===== config.mk =====
export PLATFORM = sky130hd
export DESIGN_NAME = store_buffer
export DESIGN_NICKNAME = d
export VERILOG_FILES = /design/src/rtl/store_buffer_pkg.sv /design/src/rtl/sb_addr_match.sv /design/src/rtl/store_buffer.sv
export SDC_FILE = /design/constraint.sdc
export NUM_CORES = 1
export LEC_CHECK = 0
export CAP_MARGIN = 20
export CORE_MARGIN = 2
export CORE_UTILIZATION = 35
export CTS_CLUSTER_DIAMETER = 50
export DETAILED_ROUTE_END_ITERATION = 6
export GPL_ROUTABILITY_DRIVEN = 0
export PLACE_DENSITY = 0.69
export SLEW_MARGIN = 20
export SYNTH_ARGS = -nofsm -noshare
export SYNTH_HDL_FRONTEND = slang
export SYNTH_SLANG_ARGS = --single-unit

===== constraint.sdc =====
create_clock -name clk -period 3.6 [get_ports clk]
set_input_delay 0.54 -clock clk [delete_from_list [all_inputs] [get_ports clk]]
set_output_delay 0.54 -clock clk [all_outputs]
set_load 0.01 [all_outputs]

===== src/rtl/store_buffer_pkg.sv =====
// store_buffer_pkg: shared DM access-type encodings, buffer depth default,
// entry layout and the store legality rule used by the store buffer.
package store_buffer_pkg;

  // DM access types (const.v encoding)
  localparam logic [2:0] DM_w  = 3'b000;
  localparam logic [2:0] DM_h  = 3'b001;
  localparam logic [2:0] DM_hu = 3'b010;
  localparam logic [2:0] DM_b  = 3'b011;
  localparam logic [2:0] DM_bu = 3'b100;

  localparam int unsigned SB_DEPTH = 4;

  typedef struct packed {
    logic [31:0] pc;
    logic [31:0] addr;
    logic [2:0]  dtype;
    logic [31:0] data;
  } sb_entry_t;

  // Only naturally aligned w/h/b stores may be buffered.
  function automatic logic sb_legal(input logic [2:0] t, input logic [1:0] a);
    case (t)
      DM_w:    return (a == 2'b00);
      DM_h:    return !a[0];
      DM_b:    return 1'b1;
      default: return 1'b0;
    endcase
  endfunction

endpackage


===== src/rtl/sb_addr_match.sv =====
// sb_addr_match: DEPTH-wide parallel word-address comparator.
//   valid_mask  : per-entry valid bits
//   entry_words : packed entry word addresses (addr[31:2]), entry i at [i*30 +: 30]
//   ld_word     : load word address (ld_addr[31:2])
//   any_match   : some valid entry holds the same word
module sb_addr_match
  import store_buffer_pkg::*;
#(
  parameter int unsigned DEPTH = SB_DEPTH
) (
  input  logic [DEPTH-1:0]    valid_mask,
  input  logic [DEPTH*30-1:0] entry_words,
  input  logic [29:0]         ld_word,
  output logic                any_match
);

  always_comb begin
    any_match = 1'b0;
    for (int unsigned i = 0; i < DEPTH; i++) begin
      if (valid_mask[i] && (entry_words[i*30 +: 30] == ld_word)) begin
        any_match = 1'b1;
      end
    end
  end

endmodule


===== src/rtl/store_buffer.sv =====
// store_buffer: posted-write FIFO between the M-stage store path and DM.
//   st_*      : store request in (st_ready = !full)
//   ld_*      : M-stage load probe, ld_hazard when its word is still pending
//   dm_stall  : DM busy, hold head
//   dm_*      : head entry driven to DM, dm_wr = !empty && !dm_stall
//   count/empty/align_err : occupancy and sticky illegal-request flag
//   reset     : asynchronous, active-low
module store_buffer
  import store_buffer_pkg::*;
#(
  parameter int unsigned DEPTH = SB_DEPTH
) (
  input  logic                         clk,
  input  logic                         reset,
  input  logic                         st_valid,
  output logic                         st_ready,
  input  logic [31:0]                  st_pc,
  input  logic [31:0]                  st_addr,
  input  logic [2:0]                   st_type,
  input  logic [31:0]                  st_data,
  input  logic                         ld_valid,
  input  logic [31:0]                  ld_addr,
  output logic                         ld_hazard,
  input  logic                         dm_stall,
  output logic                         dm_wr,
  output logic [2:0]                   dm_type,
  output logic [31:0]                  dm_addr,
  output logic [31:0]                  dm_wd,
  output logic [31:0]                  dm_pc,
  output logic [$clog2(DEPTH+1)-1:0]   count,
  output logic                         empty,
  output logic                         align_err
);

  localparam int unsigned PW = $clog2(DEPTH);
  localparam int unsigned CW = $clog2(DEPTH+1);

  sb_entry_t        mem_q [DEPTH];
  sb_entry_t        mem_d [DEPTH];
  logic [DEPTH-1:0] valid_q, valid_d;
  logic [PW-1:0]    head_q, head_d;
  logic [PW-1:0]    tail_q, tail_d;
  logic [CW-1:0]    count_q, count_d;
  logic             align_err_q, align_err_d;

  logic             full, push_req, push, pop;
  logic [DEPTH*30-1:0] entry_words;
  logic             any_match;
  sb_entry_t        head_e;
  logic             unused_ld_lsb;

  always_comb begin
    full     = (count_q == CW'(DEPTH));
    push_req = st_valid && !full;
    push     = push_req && sb_legal(st_type, st_addr[1:0]);
    pop      = (count_q != '0) && !dm_stall;

    head_d      = head_q;
    tail_d      = tail_q;
    valid_d     = valid_q;
    mem_d       = mem_q;
    align_err_d = align_err_q | (push_req && !push);

    // Pop before push: with 0 < count < DEPTH head and tail never alias.
    if (pop) begin
      valid_d[head_q] = 1'b0;
      head_d          = head_q + 1'b1;
    end
    if (push) begin
      valid_d[tail_q] = 1'b1;
      mem_d[tail_q]   = '{pc: st_pc, addr: st_addr, dtype: st_type, data: st_data};
      tail_d          = tail_q + 1'b1;
    end
    count_d = count_q + CW'(push) - CW'(pop);
  end

  always_ff @(posedge clk or negedge reset) begin
    if (!reset) begin
      head_q      <= '0;
      tail_q      <= '0;
      count_q     <= '0;
      valid_q     <= '0;
      align_err_q <= 1'b0;
    end else begin
      head_q      <= head_d;
      tail_q      <= tail_d;
      count_q     <= count_d;
      valid_q     <= valid_d;
      align_err_q <= align_err_d;
    end
  end

  // Payload needs no reset; it is only observed through valid/count.
  always_ff @(posedge clk) begin
    mem_q <= mem_d;
  end

  always_comb begin
    entry_words = '0;
    for (int unsigned i = 0; i < DEPTH; i++) begin
      entry_words[i*30 +: 30] = mem_q[i].addr[31:2];
    end
  end

  sb_addr_match #(.DEPTH(DEPTH)) u_match (
    .valid_mask  (valid_q),
    .entry_words (entry_words),
    .ld_word     (ld_addr[31:2]),
    .any_match   (any_match)
  );

  // Byte offset of a load is irrelevant to word-granular hazard detection.
  assign unused_ld_lsb = ^ld_addr[1:0];

  always_comb begin
    head_e    = mem_q[head_q];
    empty     = (count_q == '0);
    st_ready  = !full;
    dm_wr     = pop;
    dm_type   = empty ? '0 : head_e.dtype;
    dm_addr   = empty ? '0 : head_e.addr;
    dm_wd     = empty ? '0 : head_e.data;
    dm_pc     = empty ? '0 : head_e.pc;
    ld_hazard = ld_valid && any_match;
    count     = count_q;
    align_err = align_err_q;
  end

endmodule


==> out/metrics.csv <==
metric;value;unit
cts repair resizes;0;
syn_area_per_cell;19.6;um2
vias per cell;4.95;
chip height;225;um
Fillers;4089;
total grt overflow;0;
CP Buf/Inv Count;2;
Die X;225;um
clock buffer depth;3;
Syn Nets;1016;
Post-CTS Setup Inserts;0;
WP data arrival;2.89;ns
hold buffers post-CTS;0;
most frequent cells in the layout;edfxtp_1 (396), clkdlybuf4s50_1 (240), nor2b_1 (100);
reg2reg start;count[2];
share of layout cells above drive strength 1;18.2;%
Unique masters post-synth;28;
Iteration-0 DRC Markers;594;
H-Tree Depth;2;
CP max-delay cell;clkdlybuf4s50_1;
clock latency on the worst-skew pair;0.56;ns
per-cell routed wire length;22.2;um
cells after synthesis;869;
die area;0.0504;mm2
row count;80;
Hold/Removal Path Class;input port to asynchronous set/reset pin;
Static Leak;7.08;nW
Post-Syn Area;0.0170;mm2
CTS root buffer;clkbuf_16;
number of port buffers;240;
Setup-failing EPs final;0;
Max stage delay on crit path;0.58;ns
TritonCTS clock tree;yes;
status;finished clean;
GRT Resource Usage Total;15.9;%
Crit. Startpoint;ld_addr[6];
min Tclk post-route;3.43;ns
max_cap viols;0;
vias in the first global route;9385;
Power Density;710;mW/mm2
critical path, cell by cell;clkdlybuf4s50_1 > xnor2_1 > nand4_1 > nor4_1 > nand4_1 > a41oi_2 > clkdlybuf4s50_1;
R2R Setup Slk;1.37;ns
clk sinks;408;
FMAX;292;MHz
DR pass1 iterations;5;
period utilization;95.2;%
CP Capture Type;output pin;
family with the most delay on the worst path;buffers and inverters;
Peak VDD IR;0.000502;V
post-synthesis sequential area ratio;71.6;%
Slew Limit Fails;0;
Inserted Clock Buffers;46;
Antenna Nets Post-Route;0;
WS Path Type;input port to output pin;
Detail Placement HPWL;27100;um
Final Hold Viols;0;
Yosys reg bits;408;
yosys warns;0;
CP Data Required Time;3.06;ns
first-pass GRT wire length;59000;um
commonest non-fill, non-tap cell in the layout;edfxtp_1;
vias;8893;
Initial Util;35.6;%
nets@finish;1290;
crit path max fanout;4;
skew final;0.0178;ns
crit start category;input port;
post-synth top area share;69.8;%
antenna violations before repair;5;
unrepaired setup endpoints after global routing;false;
final setup TNS;0;ns
final WL;39900;um
largest net degree at the start of global routing;66;
end-of-flow core utilization;45.9;%
Area Growth Syn to Fin;28.8;%
synth top area cells;edfxtp_1 (70%), mux4_2 (13%), xnor2_1 (4.0%);
CORE AREA;0.0478;mm2
clock-pin slew on the worst setup and hold paths;0.06;ns
Relative slew margins;53.5;%
Least-Margin Pin Slew;0.695;ns
drt drc;0;
Ports;243;
biggest area consumer among synthesized cells;edfxtp_1;
[worst register-to-register path, stage by stage (launching register included)]
cell	delay (ns)
dfrtp_1	0.43
nor3_2	0.38
nor2_2	0.21
ha_1	0.32
inv_1	0.04
ha_1	0.20
fa_1	0.41
xnor2_1	0.13
[registers in the layout (all words and copies together) (netlist names)]
signal,flops
head_q,2
align_err,1
mem_q,276
valid_q,4
entry_words,120
tail_q,2
count,3
[cell usage after synthesis, drive strengths merged]
| cell type | number |
|---|---|
| mux4 | 99 |
| and3 | 1 |
| a22o | 4 |
| ha | 10 |
| mux2 | 1 |
| fa | 1 |
| buf | 28 |
| xor2 | 45 |
| dfrtp | 12 |
| clkbuf | 24 |
| nor3 | 2 |
| o21bai | 1 |
| and2 | 4 |
| edfxtp | 396 |
| nand2 | 7 |
| nor2 | 4 |
| o21ai | 1 |
| nor4 | 16 |
| xnor2 | 79 |
| inv | 9 |
| nand4 | 24 |
| nor2b | 100 |
| a41oi | 1 |
[layer usage]
metal | wire length (um) | GRT usage, % | vias up
met1 | 16100 | 20.2 | 4543
met3 | 3330 | 4.96 | 67
li1 | - | - | 3955
met2 | 19300 | 25.7 | 320
met4 | 1100 | 5.70 | 8
met5 | 46 | 0 | -
[cell type report]
type | count | area, um2 | area share (%)
Multi-Input combinational cell | 400 | 4520 | 20.6
Clock inverter | 25 | 213 | 0.969
Timing Repair Buffer | 278 | 2960 | 13.5
Antenna cell | 1 | 2.50 | 0.0114
Tap cell | 615 | 769 | 3.51
Inverter | 9 | 33.8 | 0.154
Clock buffer | 60 | 1240 | 5.67
Sequential cell | 408 | 12200 | 55.6
[where the power goes]
group	total, mW	internal, mW	switching (mW)
logic	5.35	3.05	2.29
clock network	4.45	2.61	1.84
registers	5.79	5.53	0.257
[through the flow]
stage / setup WS (ns) / hold WS, ns / area [um2] / total power, mW / instances
global placement: 0.176 / 0.465 / 20500 / 11.3 / 1710
detailed placement: 0.181 / 0.479 / 20500 / 11.3 / 1710
global route: 0.0330 / 0.438 / 21900 / 16.3 / 1796
finish: 0.173 / 0.398 / 21900 / 15.6 / 1796
floorplan: 0.693 / 0.244 / 17000 / 8.71 / 869
CTS: 0.145 / 0.385 / 21900 / 15.8 / 1795
[kinds of logic (layout without fill, tap and decap cells)]
logic type                 count (synthesis)  count (layout)  synth area share [%]
AOI/OAI and AO/OA                          7               7                 0.375
xor gates and xnor gates                 124             124                  6.42
adders and majority gates                 11              11                 0.852
buffers and inverters                     61             372                  1.98
DFF                                      408             408                  71.6
muxes                                    100             100                  13.2
other                                      0               1                     0
and+or+nand+nor                          158             158                  5.64
[worst paths after layout]
check,cells after the start,endpoint
min in group clk,1,align_err
setup reg to reg,7,count[2]
hold reg to reg,1,align_err
hold / removal,1,count[0]
setup / recovery,7,ld_hazard
max in group asynchronous,1,head_q[1]
No activity file was read; power rests on OpenSTA's default activity.
